[config.mk]
export PLATFORM = sky130hd
export DESIGN_NAME = control_sequencer_flat
export DESIGN_NICKNAME = d
export VERILOG_FILES = /design/src/rtl/control_sequencer_pkg.sv /design/src/rtl/control_sequencer_if.sv /design/src/rtl/control_sequencer_apb_timeout_counter.sv /design/src/rtl/control_sequencer.sv /design/src/flat_wrapper.sv
export SDC_FILE = /design/constraint.sdc
export NUM_CORES = 1
export LEC_CHECK = 0
export BUFFER_PORTS_ARGS = -buffer_cell sky130_fd_sc_hd__buf_4
export CAP_MARGIN = 20
export CORE_MARGIN = 1.5
export CORE_UTILIZATION = 46
export CTS_CLUSTER_SIZE = 20
export DETAILED_ROUTE_END_ITERATION = 12
export GPL_TIMING_DRIVEN = 1
export PLACE_DENSITY_LB_ADDON = 0.2
export SLEW_MARGIN = 5
export SYNTH_ARGS = -nofsm -noshare
export SYNTH_HDL_FRONTEND = slang
export SYNTH_SLANG_ARGS = --single-unit
[constraint.sdc]
create_clock -name clk -period 2.04 [get_ports clk]
set_clock_uncertainty 0.05 [all_clocks]
set_input_delay 0.204 -clock clk [delete_from_list [all_inputs] [get_ports clk]]
set_output_delay 0.204 -clock clk [all_outputs]
set_load 0.05 [all_outputs]
[src/rtl/control_sequencer_pkg.sv]
// Shared opcode constants, FSM state encoding and the datapath flag bundle.
package control_sequencer_pkg;

  localparam int unsigned OPC_W   = 7;
  localparam int unsigned STATE_W = 4;

  localparam logic [OPC_W-1:0] OPC_OP     = 7'b0110011;
  localparam logic [OPC_W-1:0] OPC_OP_IMM = 7'b0010011;
  localparam logic [OPC_W-1:0] OPC_LUI    = 7'b0110111;
  localparam logic [OPC_W-1:0] OPC_AUIPC  = 7'b0010111;
  localparam logic [OPC_W-1:0] OPC_JAL    = 7'b1101111;
  localparam logic [OPC_W-1:0] OPC_JALR   = 7'b1100111;
  localparam logic [OPC_W-1:0] OPC_BRANCH = 7'b1100011;
  localparam logic [OPC_W-1:0] OPC_LOAD   = 7'b0000011;
  localparam logic [OPC_W-1:0] OPC_STORE  = 7'b0100011;
  localparam logic [OPC_W-1:0] OPC_FENCE  = 7'b0001111;
  localparam logic [OPC_W-1:0] OPC_SYSTEM = 7'b1110011;

  typedef enum logic [STATE_W-1:0] {
    ST_IDLE,
    ST_F_SETUP,
    ST_F_ACCESS,
    ST_EXECUTE,
    ST_M_SETUP,
    ST_M_ACCESS,
    ST_T_SAVE_SETUP,
    ST_T_SAVE_ACCESS,
    ST_T_VEC_SETUP,
    ST_T_VEC_ACCESS,
    ST_T_JUMP,
    ST_HALT
  } state_e;

  // Datapath mux selects and write enables driven by the sequencer
  typedef struct packed {
    logic microop_pc_zero;
    logic mem_access;
    logic sys_load;
    logic sys_load_pc;
    logic lui_flag;
    logic jal_flag;
    logic store_alu;
    logic load_branch;
    logic load_jalr;
    logic load_pc;
    logic alu_rs1;
    logic alu_imm_i;
    logic immediate;
    logic ir_we;
    logic pc_we;
    logic rd_we;
    logic halted;
  } ctrl_flags_t;

endpackage

[src/rtl/control_sequencer_if.sv]
// APB master/completer handshake between the sequencer and the bus.
interface control_sequencer_if;
  logic psel;
  logic penable;
  logic pwrite;
  logic pready;
  logic pslverr;

  modport master (output psel, penable, pwrite, input pready, pslverr);
  modport slave  (input psel, penable, pwrite, output pready, pslverr);
endinterface

[src/rtl/control_sequencer_apb_timeout_counter.sv]
// Counts stalled APB access cycles and flags when the limit is reached.
module control_sequencer_apb_timeout_counter #(
  parameter int unsigned APB_TIMEOUT = 255,
  parameter int unsigned TW          = 8
) (
  input  logic clk,
  input  logic reset,
  input  logic i_clear,
  input  logic i_count_en,
  output logic o_expired
);

  logic [TW-1:0] r_count;

  // Stall counter: cleared in SETUP, advances while the completer holds off
  always_ff @(posedge clk or posedge reset) begin
    if (reset) begin
      r_count <= '0;
    end else if (i_clear) begin
      r_count <= '0;
    end else if (i_count_en) begin
      r_count <= r_count + TW'(1);
    end
  end

  // A limit of zero disables the timeout entirely
  assign o_expired = (APB_TIMEOUT != 0) && (r_count == TW'(APB_TIMEOUT));

endmodule

[src/rtl/control_sequencer.sv]
// Multi-cycle RV32I control FSM: fetch, execute, memory and trap microops over APB.
module control_sequencer
  import control_sequencer_pkg::*;
#(
  parameter int unsigned APB_TIMEOUT = 255,
  parameter int unsigned TW          = 8
) (
  input  logic                 clk,
  input  logic                 reset,
  input  logic [31:0]          instruction,
  input  logic                 branch_taken,
  control_sequencer_if.master  apb,
  output logic                 microop_pc_zero,
  output logic                 mem_access,
  output logic                 sys_load,
  output logic                 sys_load_pc,
  output logic                 lui_flag,
  output logic                 jal_flag,
  output logic                 store_alu,
  output logic                 load_branch,
  output logic                 load_jalr,
  output logic                 load_pc,
  output logic                 alu_rs1,
  output logic                 alu_imm_i,
  output logic                 immediate,
  output logic                 ir_we,
  output logic                 pc_we,
  output logic                 rd_we,
  output logic                 halted
);

  state_e           r_state;
  state_e           w_next;
  ctrl_flags_t      w_flags;
  logic             w_psel;
  logic             w_penable;
  logic             w_pwrite;
  logic [OPC_W-1:0] w_opc;
  logic             w_rd_zero;
  logic             w_is_load;
  logic             w_setup;
  logic             w_access;
  logic             w_expired;
  logic             w_ok;
  logic             w_err;
  logic             w_unused_instr;

  assign w_opc          = instruction[6:0];
  assign w_rd_zero      = (instruction[11:7] == 5'd0);
  assign w_is_load      = (w_opc == OPC_LOAD);
  assign w_unused_instr = ^instruction[31:12];

  assign w_setup  = (r_state == ST_F_SETUP) || (r_state == ST_M_SETUP) ||
                    (r_state == ST_T_SAVE_SETUP) || (r_state == ST_T_VEC_SETUP);
  assign w_access = (r_state == ST_F_ACCESS) || (r_state == ST_M_ACCESS) ||
                    (r_state == ST_T_SAVE_ACCESS) || (r_state == ST_T_VEC_ACCESS);

  // Timeout counts as a completer error, even if pready arrives on that cycle
  assign w_err = w_access & ((apb.pready & apb.pslverr) | w_expired);
  assign w_ok  = w_access & apb.pready & ~apb.pslverr & ~w_expired;

  control_sequencer_apb_timeout_counter #(
    .APB_TIMEOUT (APB_TIMEOUT),
    .TW          (TW)
  ) u_timeout (
    .clk        (clk),
    .reset      (reset),
    .i_clear    (w_setup),
    .i_count_en (w_access & ~apb.pready),
    .o_expired  (w_expired)
  );

  // State register; reset lands in IDLE so all strobes drop immediately
  always_ff @(posedge clk or posedge reset) begin
    if (reset) begin
      r_state <= ST_IDLE;
    end else begin
      r_state <= w_next;
    end
  end

  // Next-state and output decode from state, opcode and bus response
  always_comb begin
    w_next    = r_state;
    w_flags   = '0;
    w_psel    = 1'b0;
    w_penable = 1'b0;
    w_pwrite  = 1'b0;
    case (r_state)
      ST_IDLE: w_next = ST_F_SETUP;
      ST_F_SETUP: begin
        w_flags.microop_pc_zero = 1'b1;
        w_psel                  = 1'b1;
        w_next                  = ST_F_ACCESS;
      end
      ST_F_ACCESS: begin
        w_flags.microop_pc_zero = 1'b1;
        w_psel                  = 1'b1;
        w_penable               = 1'b1;
        if (w_ok) begin
          w_flags.ir_we = 1'b1;
          w_flags.pc_we = 1'b1;
          w_next        = ST_EXECUTE;
        end else if (w_err) begin
          w_next = ST_T_SAVE_SETUP;
        end
      end
      ST_EXECUTE: begin
        w_next = ST_F_SETUP;
        case (w_opc)
          OPC_OP: begin
            w_flags.alu_rs1   = 1'b1;
            w_flags.store_alu = 1'b1;
            w_flags.rd_we     = 1'b1;
          end
          OPC_OP_IMM: begin
            w_flags.alu_imm_i = 1'b1;
            w_flags.immediate = 1'b1;
            w_flags.store_alu = 1'b1;
            w_flags.rd_we     = 1'b1;
          end
          OPC_LUI, OPC_AUIPC: begin
            w_flags.lui_flag = 1'b1;
            w_flags.rd_we    = 1'b1;
          end
          OPC_JAL: begin
            w_flags.jal_flag = 1'b1;
            w_flags.pc_we    = 1'b1;
            w_flags.rd_we    = 1'b1;
          end
          OPC_JALR: begin
            w_flags.alu_imm_i = 1'b1;
            w_flags.load_jalr = 1'b1;
            w_flags.load_pc   = 1'b1;
            w_flags.pc_we     = 1'b1;
            w_flags.rd_we     = 1'b1;
          end
          OPC_BRANCH: begin
            w_flags.alu_rs1     = 1'b1;
            w_flags.load_branch = 1'b1;
            w_flags.pc_we       = branch_taken;
          end
          OPC_LOAD: begin
            w_flags.alu_imm_i = 1'b1;
            w_next            = ST_M_SETUP;
          end
          OPC_STORE: begin
            w_pwrite = 1'b1;
            w_next   = ST_M_SETUP;
          end
          OPC_FENCE: w_next = ST_F_SETUP;
          OPC_SYSTEM: w_next = ST_T_SAVE_SETUP;
          default: w_next = ST_T_SAVE_SETUP;
        endcase
      end
      ST_M_SETUP: begin
        w_flags.mem_access = 1'b1;
        w_flags.alu_imm_i  = w_is_load;
        w_pwrite           = ~w_is_load;
        w_psel             = 1'b1;
        w_next             = ST_M_ACCESS;
      end
      ST_M_ACCESS: begin
        w_flags.mem_access = 1'b1;
        w_flags.alu_imm_i  = w_is_load;
        w_pwrite           = ~w_is_load;
        w_psel             = 1'b1;
        w_penable          = 1'b1;
        if (w_ok) begin
          w_flags.rd_we = w_is_load;
          w_next        = ST_F_SETUP;
        end else if (w_err) begin
          w_next = ST_T_SAVE_SETUP;
        end
      end
      ST_T_SAVE_SETUP: begin
        w_flags.sys_load = 1'b1;
        w_pwrite         = 1'b1;
        w_psel           = 1'b1;
        w_next           = ST_T_SAVE_ACCESS;
      end
      ST_T_SAVE_ACCESS: begin
        w_flags.sys_load = 1'b1;
        w_pwrite         = 1'b1;
        w_psel           = 1'b1;
        w_penable        = 1'b1;
        if (w_ok) begin
          w_next = ST_T_VEC_SETUP;
        end else if (w_err) begin
          w_next = ST_HALT;
        end
      end
      ST_T_VEC_SETUP: begin
        w_flags.sys_load = 1'b1;
        w_psel           = 1'b1;
        w_next           = ST_T_VEC_ACCESS;
      end
      ST_T_VEC_ACCESS: begin
        w_flags.sys_load = 1'b1;
        w_psel           = 1'b1;
        w_penable        = 1'b1;
        if (w_ok) begin
          w_flags.ir_we = 1'b1;
          w_next        = ST_T_JUMP;
        end else if (w_err) begin
          w_next = ST_HALT;
        end
      end
      ST_T_JUMP: begin
        w_flags.sys_load_pc = 1'b1;
        w_flags.pc_we       = 1'b1;
        w_next              = ST_F_SETUP;
      end
      ST_HALT: w_flags.halted = 1'b1;
      default: w_next = ST_IDLE;
    endcase
    // x0 is hardwired; never write it
    if (w_rd_zero) begin
      w_flags.rd_we = 1'b0;
    end
  end

  assign apb.psel        = w_psel;
  assign apb.penable     = w_penable;
  assign apb.pwrite      = w_pwrite;
  assign microop_pc_zero = w_flags.microop_pc_zero;
  assign mem_access      = w_flags.mem_access;
  assign sys_load        = w_flags.sys_load;
  assign sys_load_pc     = w_flags.sys_load_pc;
  assign lui_flag        = w_flags.lui_flag;
  assign jal_flag        = w_flags.jal_flag;
  assign store_alu       = w_flags.store_alu;
  assign load_branch     = w_flags.load_branch;
  assign load_jalr       = w_flags.load_jalr;
  assign load_pc         = w_flags.load_pc;
  assign alu_rs1         = w_flags.alu_rs1;
  assign alu_imm_i       = w_flags.alu_imm_i;
  assign immediate       = w_flags.immediate;
  assign ir_we           = w_flags.ir_we;
  assign pc_we           = w_flags.pc_we;
  assign rd_we           = w_flags.rd_we;
  assign halted          = w_flags.halted;

endmodule

[src/flat_wrapper.sv]
// flat-port wrapper written by rule: the top's interface ports become plain ports
module control_sequencer_flat import control_sequencer_pkg::*;
#(
  parameter int unsigned APB_TIMEOUT = 255,
  parameter int unsigned TW          = 8
)
  (clk, reset, instruction, branch_taken, microop_pc_zero, mem_access, sys_load, sys_load_pc, lui_flag, jal_flag, store_alu, load_branch, load_jalr, load_pc, alu_rs1, alu_imm_i, immediate, ir_we, pc_we, rd_we, halted, apb_psel, apb_penable, apb_pwrite, apb_pready, apb_pslverr);
  control_sequencer_if apb_i ();
  input  logic clk;
  input  logic reset;
  input  logic [31:0] instruction;
  input  logic branch_taken;
  output logic microop_pc_zero;
  output logic mem_access;
  output logic sys_load;
  output logic sys_load_pc;
  output logic lui_flag;
  output logic jal_flag;
  output logic store_alu;
  output logic load_branch;
  output logic load_jalr;
  output logic load_pc;
  output logic alu_rs1;
  output logic alu_imm_i;
  output logic immediate;
  output logic ir_we;
  output logic pc_we;
  output logic rd_we;
  output logic halted;
  output wire logic [$bits(apb_i.psel)-1:0] apb_psel;
  output wire logic [$bits(apb_i.penable)-1:0] apb_penable;
  output wire logic [$bits(apb_i.pwrite)-1:0] apb_pwrite;
  input wire logic [$bits(apb_i.pready)-1:0] apb_pready;
  input wire logic [$bits(apb_i.pslverr)-1:0] apb_pslverr;
  assign apb_psel = apb_i.psel;
  assign apb_penable = apb_i.penable;
  assign apb_pwrite = apb_i.pwrite;
  assign apb_i.pready = apb_pready;
  assign apb_i.pslverr = apb_pslverr;
  control_sequencer #(.APB_TIMEOUT(APB_TIMEOUT), .TW(TW)) u_core (.clk(clk), .reset(reset), .instruction(instruction), .branch_taken(branch_taken), .apb(apb_i), .microop_pc_zero(microop_pc_zero), .mem_access(mem_access), .sys_load(sys_load), .sys_load_pc(sys_load_pc), .lui_flag(lui_flag), .jal_flag(jal_flag), .store_alu(store_alu), .load_branch(load_branch), .load_jalr(load_jalr), .load_pc(load_pc), .alu_rs1(alu_rs1), .alu_imm_i(alu_imm_i), .immediate(immediate), .ir_we(ir_we), .pc_we(pc_we), .rd_we(rd_we), .halted(halted));
endmodule
==> impl_metrics.toml, run 1 <==
[yosys]
yosys_warnings = 0
yosys-top-cells-count = "nor2_1, nand2_1, dfrtp_1, a21oi_1, o21ai_1"
synth_area_mm2 = 0.00115
syn-mean-instance-area_um2 = 7.56
yosys-top-cells-area = "dfrtp_1, nor2_1, nand2_1, a21oi_1, o21ai_1"
netlist_instances = 152
async_reset_ff_share_pct = 100
synth-edff-count = 0
synth.net_count = 190
synth_cell_type_count = 48
yosysTopAreaCellShare_pct = 26.1
yosysMostFrequentCell = "nor2_1"
ys_seq_elements = 12
yosys.area.top_type = "dfrtp_1"
synthFlopType = "dfrtp_1"
seq_area_frac_synth_pct = 26.1

[die]
die_h_um = 53.0
coreArea_mm2 = 0.00228
die_w_um = 53.0
initial_core_util_pct = 50.5
dieArea_mm2 = 0.00281
num_rows = 17
io_pins = 57

[grt]
grt_use_total_pct = 31.0
grt_max_degree = 13
antenna_found_initial = 0
gr-total-overflow = 0
grt_pass1_vias = 1462
grt_pass1_wl_um = 6350

[clock_network]
cts.path.max_buffers = 2
clkTransAtPathRegs_ps = 70
clkLatencyLatePin_ps = 260
htreeDepth = 1
root_buffer = "clkbuf_4"
cts_made_buffers = 3
cts_sinks = 12
cts_tree = "yes"

[place]
hpwl_um = 2760
dpl_worst_slack_ps = 11.2
dp.cells = 230
place_congestion = 0.866
io_buffers = 36

[timing]
worst_slack_ps = -198
slew_viol_final = 0
rsz0062_at_grt = "yes"
max-slew-margin-rel_pct = 70.0
setup_viol = 21
fmax_mhz = 447
min_period_ps = 2240
worst_pin_slew_ps = 450
hold_viol = 0
fin_crit_sh_pct = 110
hold_ws_ps = 308

[finish]
area_delta_synth_final_pct = 85.6
finish.utilization_pct = 93.7
nFillCells = 72
diodes = 0
layout.nets = 260
final_cells = 249
drive_above_1_share_pct = 52.9

[route]
drt_iter0_drc = 131
wl_um = 5740
ant_nets = 0
drc = 0
firstDrtPassIters = 5
wl_per_cell_um = 23.1
num_vias = 1682
vias_per_cell = 6.76

[power]
clockPowerShare_pct = 34.2
seq_power_share_pct = 46.6
pwr_density_cell_mw_per_mm2 = 244
worst_ir_drop_vdd_mv = 0.498
combPwrFrac_pct = 19.1
cell_internal_pwr_uw = 391
p_switching_uw = 129
p_sw_share_pct = 24.9
p_leak_uw = 0.000895

[run]
maxCapViolations = 0

[run_status]
status = "finished, violations left"
violations = "setup timing"

[critical_path]
arrival_ps = 1980
cp_max_fo = 3
end_kind = "output port"
worstPathRequired_ps = 1790
path_class = "register to output port"
start_kind = "register"

[min_path]
min_path_type = "primary input to register"
==> registers in the layout, indices dropped and copies added (netlist names) <==
signal,flops
u_core.u_timeout.r_count,8
u_core.r_state,4
==> routing by layer <==
layer / share of wire [%] / track usage [%] / up-vias
met1: 35 / 34.1 / 777
li1: - / - / 691
met4: 5.8 / 12.8 / 0
met2: 48 / 59.6 / 170
met3: 12 / 3.11 / 44
met5: 0 / 0 / -
==> kinds of logic after synthesis <==
group           Yosys count  synth area share (%)
fa+ha+maj                 1                  1.09
buf+inv                  12                  4.36
flops                    12                  26.1
xor+xnor                  7                  5.34
compound gates           37                  21.7
simple gates             81                  39.7
mux                       2                  1.74
==> layout make-up <==
type	count	area, µm²	share of cell area (%)
Clock buffer	4	36.3	1.70
Inverter	4	22.5	1.06
Multi-Input combinational cell	128	1080	50.5
Sequential cell	12	302	14.1
Tap cell	28	35.0	1.64
Timing Repair Buffer	73	659	30.9
==> power by group through the flow <==
stage	clock, µW	combinational (µW)	sequential, µW
finish	178	99.5	243
floorplan	0	31.5	246
global placement	0	74.8	247
CTS	190	83.9	242
global route	192	105	243
detailed placement	0	77.8	247
==> final timing paths <==
check,start,endpoint,slack [ps],depth (start not counted)
max,u_core.r_state[2],rd_we,-200,6
min,apb_pready,u_core.u_timeout.r_count[1],310,3
max reg2reg,u_core.r_state[2],u_core.u_timeout.r_count[5],-100,6
min reg2reg,u_core.u_timeout.r_count[6],u_core.u_timeout.r_count[6],520,2
max in group asynchronous,reset,u_core.u_timeout.r_count[0],1150,3
min in group asynchronous,reset,u_core.r_state[1],460,3
==> critical path: stages (launching register included) <==
cell,delay (ps)
dfrtp_1,430
or4b_4,580
and3_4,200
nor2_4,120
a31oi_4,100
a21oi_4,130
buf_6,170
==> cell usage in the layout (no fill, tap or decap), drive strengths merged, types with 5 or more instances in the layout <==
cell type  instances
a21oi              9
buf               72
dfrtp             12
nand2             14
nand2b             5
nand3              5
nor2              23
nor2b              6
o21ai              9
==> metrics by stage <==
step	total power, µW	area [µm²]	setup TNS [ps]
floorplan	278	1220	-106
finish	521	2130	-1840
global route	540	2130	-2590
CTS	516	1930	-395
global placement	321	1650	0
detailed placement	325	1650	0
==> repair_timing <==
item                       4_1_cts  5_1_grt
gates resized for setup         33       35
hold buffers                     1        0
setup endpoints to repair       12       19
buffers inserted                 8        6
hold endpoints to repair        12        0
pin swaps                        8       12
Power figures use the tool's default switching activity.
==> run 2: changes to the inputs <==
--- a/config.mk
+++ b/config.mk
@@ -13,6 +13,7 @@
 export DETAILED_ROUTE_END_ITERATION = 12
 export GPL_TIMING_DRIVEN = 1
 export PLACE_DENSITY_LB_ADDON = 0.2
+export REMOVE_ABC_BUFFERS = 1
 export SLEW_MARGIN = 5
 export SYNTH_ARGS = -nofsm -noshare
 export SYNTH_HDL_FRONTEND = slang
==> run 2 against run 1 <==
  * The run still ends with setup timing left
  * First-iteration DRC count fell by 63%
  * Total power rose by 2.2%
  * Fmax rose by 3.2%
  * Clock power rose by 15%
  * Non-clock buffer count fell by 8
  * Final cell count fell by 3.2%
  * Clock-buffer cell count did not move
  * Sequential share of layout area rose by 1.5 points
  * Via count fell by 12%
  * Global-route usage fell by 6.3 points
  * Worst hold slack got worse by 60 ps
  * Critical path depth did not move
  * Critical endpoint is now apb_penable
  * Largest power group unchanged
==> impl_metrics.toml, run 2 (synthesis gave the netlist of run 1 again) <==
[run_status]
status = "finished, violations left"
violations = "setup timing"

[timing]
min_period_ps = 2170
rsz0062_at_grt = "yes"
worst_slack_ps = -129
hold_ws_ps = 247
fmax_mhz = 461
max-slew-margin-rel_pct = 68.8
fin_crit_sh_pct = 106
setup_viol = 12
slew_viol_final = 0
worst_pin_slew_ps = 467
hold_viol = 0

[min_path]
min_from = "apb_pready"
holdPathEnd = "u_core.u_timeout.r_count[1]"
min_path_cells = 3
min_path_type = "primary input to register"

[power]
worst_ir_drop_vdd_mv = 0.451
pwr_density_cell_mw_per_mm2 = 276
p_leak_uw = 0.000819

[grt]
grt_pass1_vias = 1205
antenna_found_initial = 0
grt_use_total_pct = 24.7
grt_pass1_wl_um = 5180
gr-total-overflow = 0
grt_max_degree = 15

[finish]
largest_reg_flops = 8
diodes = 0
layout_common_cells = "buf_4, nor2_1, nand2_1, dfrtp_1, buf_6"
finish.utilization_pct = 84.8
layout.nets = 252
mostFrequentLayoutCell = "buf_4"
drive_above_1_share_pct = 46.9
reg_top3 = "u_core.u_timeout.r_count: 8 flops, u_core.r_state: 4 flops"
top_register = "u_core.u_timeout.r_count"
nFillCells = 125
area_delta_synth_final_pct = 68.1
final_cells = 241

[place]
dp.cells = 221
hpwl_um = 2350
place_congestion = 0.861
io_buffers = 36

[critical_path]
rr_worst_depth = 8
r2r_slack_ps = -90
r2r_start = "u_core.r_state[3]"
cp_max_fo = 5
cpMaxStageDelayCell = "or4b_4"
arrival_ps = 1920
path_buf_inv = 4
start_kind = "register"
worstPathRequired_ps = 1790
cp_top_family = "simple AND/OR/NAND/NOR gates"
path_class = "register to output port"
r2r_end = "u_core.r_state[0]"
max_stage_delay_ps = 560
critPathMostFrequentCell = "buf_8"
end_kind = "output port"
cp_cell_sequence = "or4b_4 > and3_4 > buf_4 > buf_8 > inv_8 > buf_8"

[clock_network]
cts_sinks = 12
clkLatencyLatePin_ps = 290
cts_tree = "yes"
clkTransAtPathRegs_ps = 80
htreeDepth = 1
root_buffer = "clkbuf_4"
cts_made_buffers = 3
cts.path.max_buffers = 2

[die]
die_h_um = 53.0
num_rows = 17
dieArea_mm2 = 0.00281
die_w_um = 53.0
initial_core_util_pct = 50.5
coreArea_mm2 = 0.00228
io_pins = 57

[route]
vias_per_cell = 6.14
wl_per_cell_um = 16.9
drc = 0
wl_um = 4080
num_vias = 1480
ant_nets = 0
drt_iter0_drc = 49
firstDrtPassIters = 7

[run]
maxCapViolations = 0
==> run 2: worst reg2reg max path: stages (launching register included) <==
cell       delay (ps)
dfrtp_1           400
or4b_4            560
and3_4            180
buf_4             130
buf_8             130
inv_8              70
o21a_1            170
o2bb2ai_2          70
a211o_1           250
==> run 2: how the worst max path moves through the flow <==
stage / slack (ps) / cells past startpoint / from / end
floorplan: -710 / 3 / u_core.r_state[2] / load_branch
global placement: 9 / 7 / instruction[3] / rd_we
detailed placement: 50 / 7 / instruction[3] / rd_we
CTS: -100 / 6 / u_core.r_state[2] / rd_we
global route: -170 / 6 / u_core.r_state[3] / rd_we
finish: -130 / 6 / u_core.r_state[3] / apb_penable
==> run 2: area by class of cell <==
cell class                      count  area, µm²  area share (%)
Clock buffer                        4       36.3            1.88
Inverter                            4       22.5            1.17
Multi-Input combinational cell    128        970            50.2
Sequential cell                    12        302            15.6
Tap cell                           28       35.0            1.81
Timing Repair Buffer               65        566            29.3
==> run 2: metal layers <==
| layer | GRT usage, % | wire [µm] | up-vias |
|---|---|---|---|
| li1 | - | - | 681 |
| met1 | 30.1 | 1590 | 691 |
| met4 | 5.13 | 80 | 0 |
| met2 | 44.0 | 2030 | 96 |
| met3 | 5.93 | 375 | 12 |
| met5 | 0 | 0 | - |
==> run 2: per-stage QoR <==
step / setup WS, ps / area [µm²] / TNS [ps] / power, µW
finish: -129 / 1930 / -757 / 532
global route: -170 / 1930 / -1450 / 546
CTS: -103 / 1680 / -175 / 512
detailed placement: 52.3 / 1520 / 0 / 315
global placement: 9.47 / 1520 / 0 / 314
floorplan: -714 / 1110 / -4540 / 270
==> run 2: power breakdown <==
part           total (µW)  switching [µW]  internal (µW)
logic                85.9            45.4           40.5
registers             241            1.36            240
clock network         205            96.2            109
total                 532             143            389
==> run 2: timing repair <==
action,CTS,global route
buffers inserted,6,9
hold endpoints to repair,12,0
setup endpoints to repair,4,18
hold buffers,1,0
gates resized for setup,14,42
pin swaps,7,15
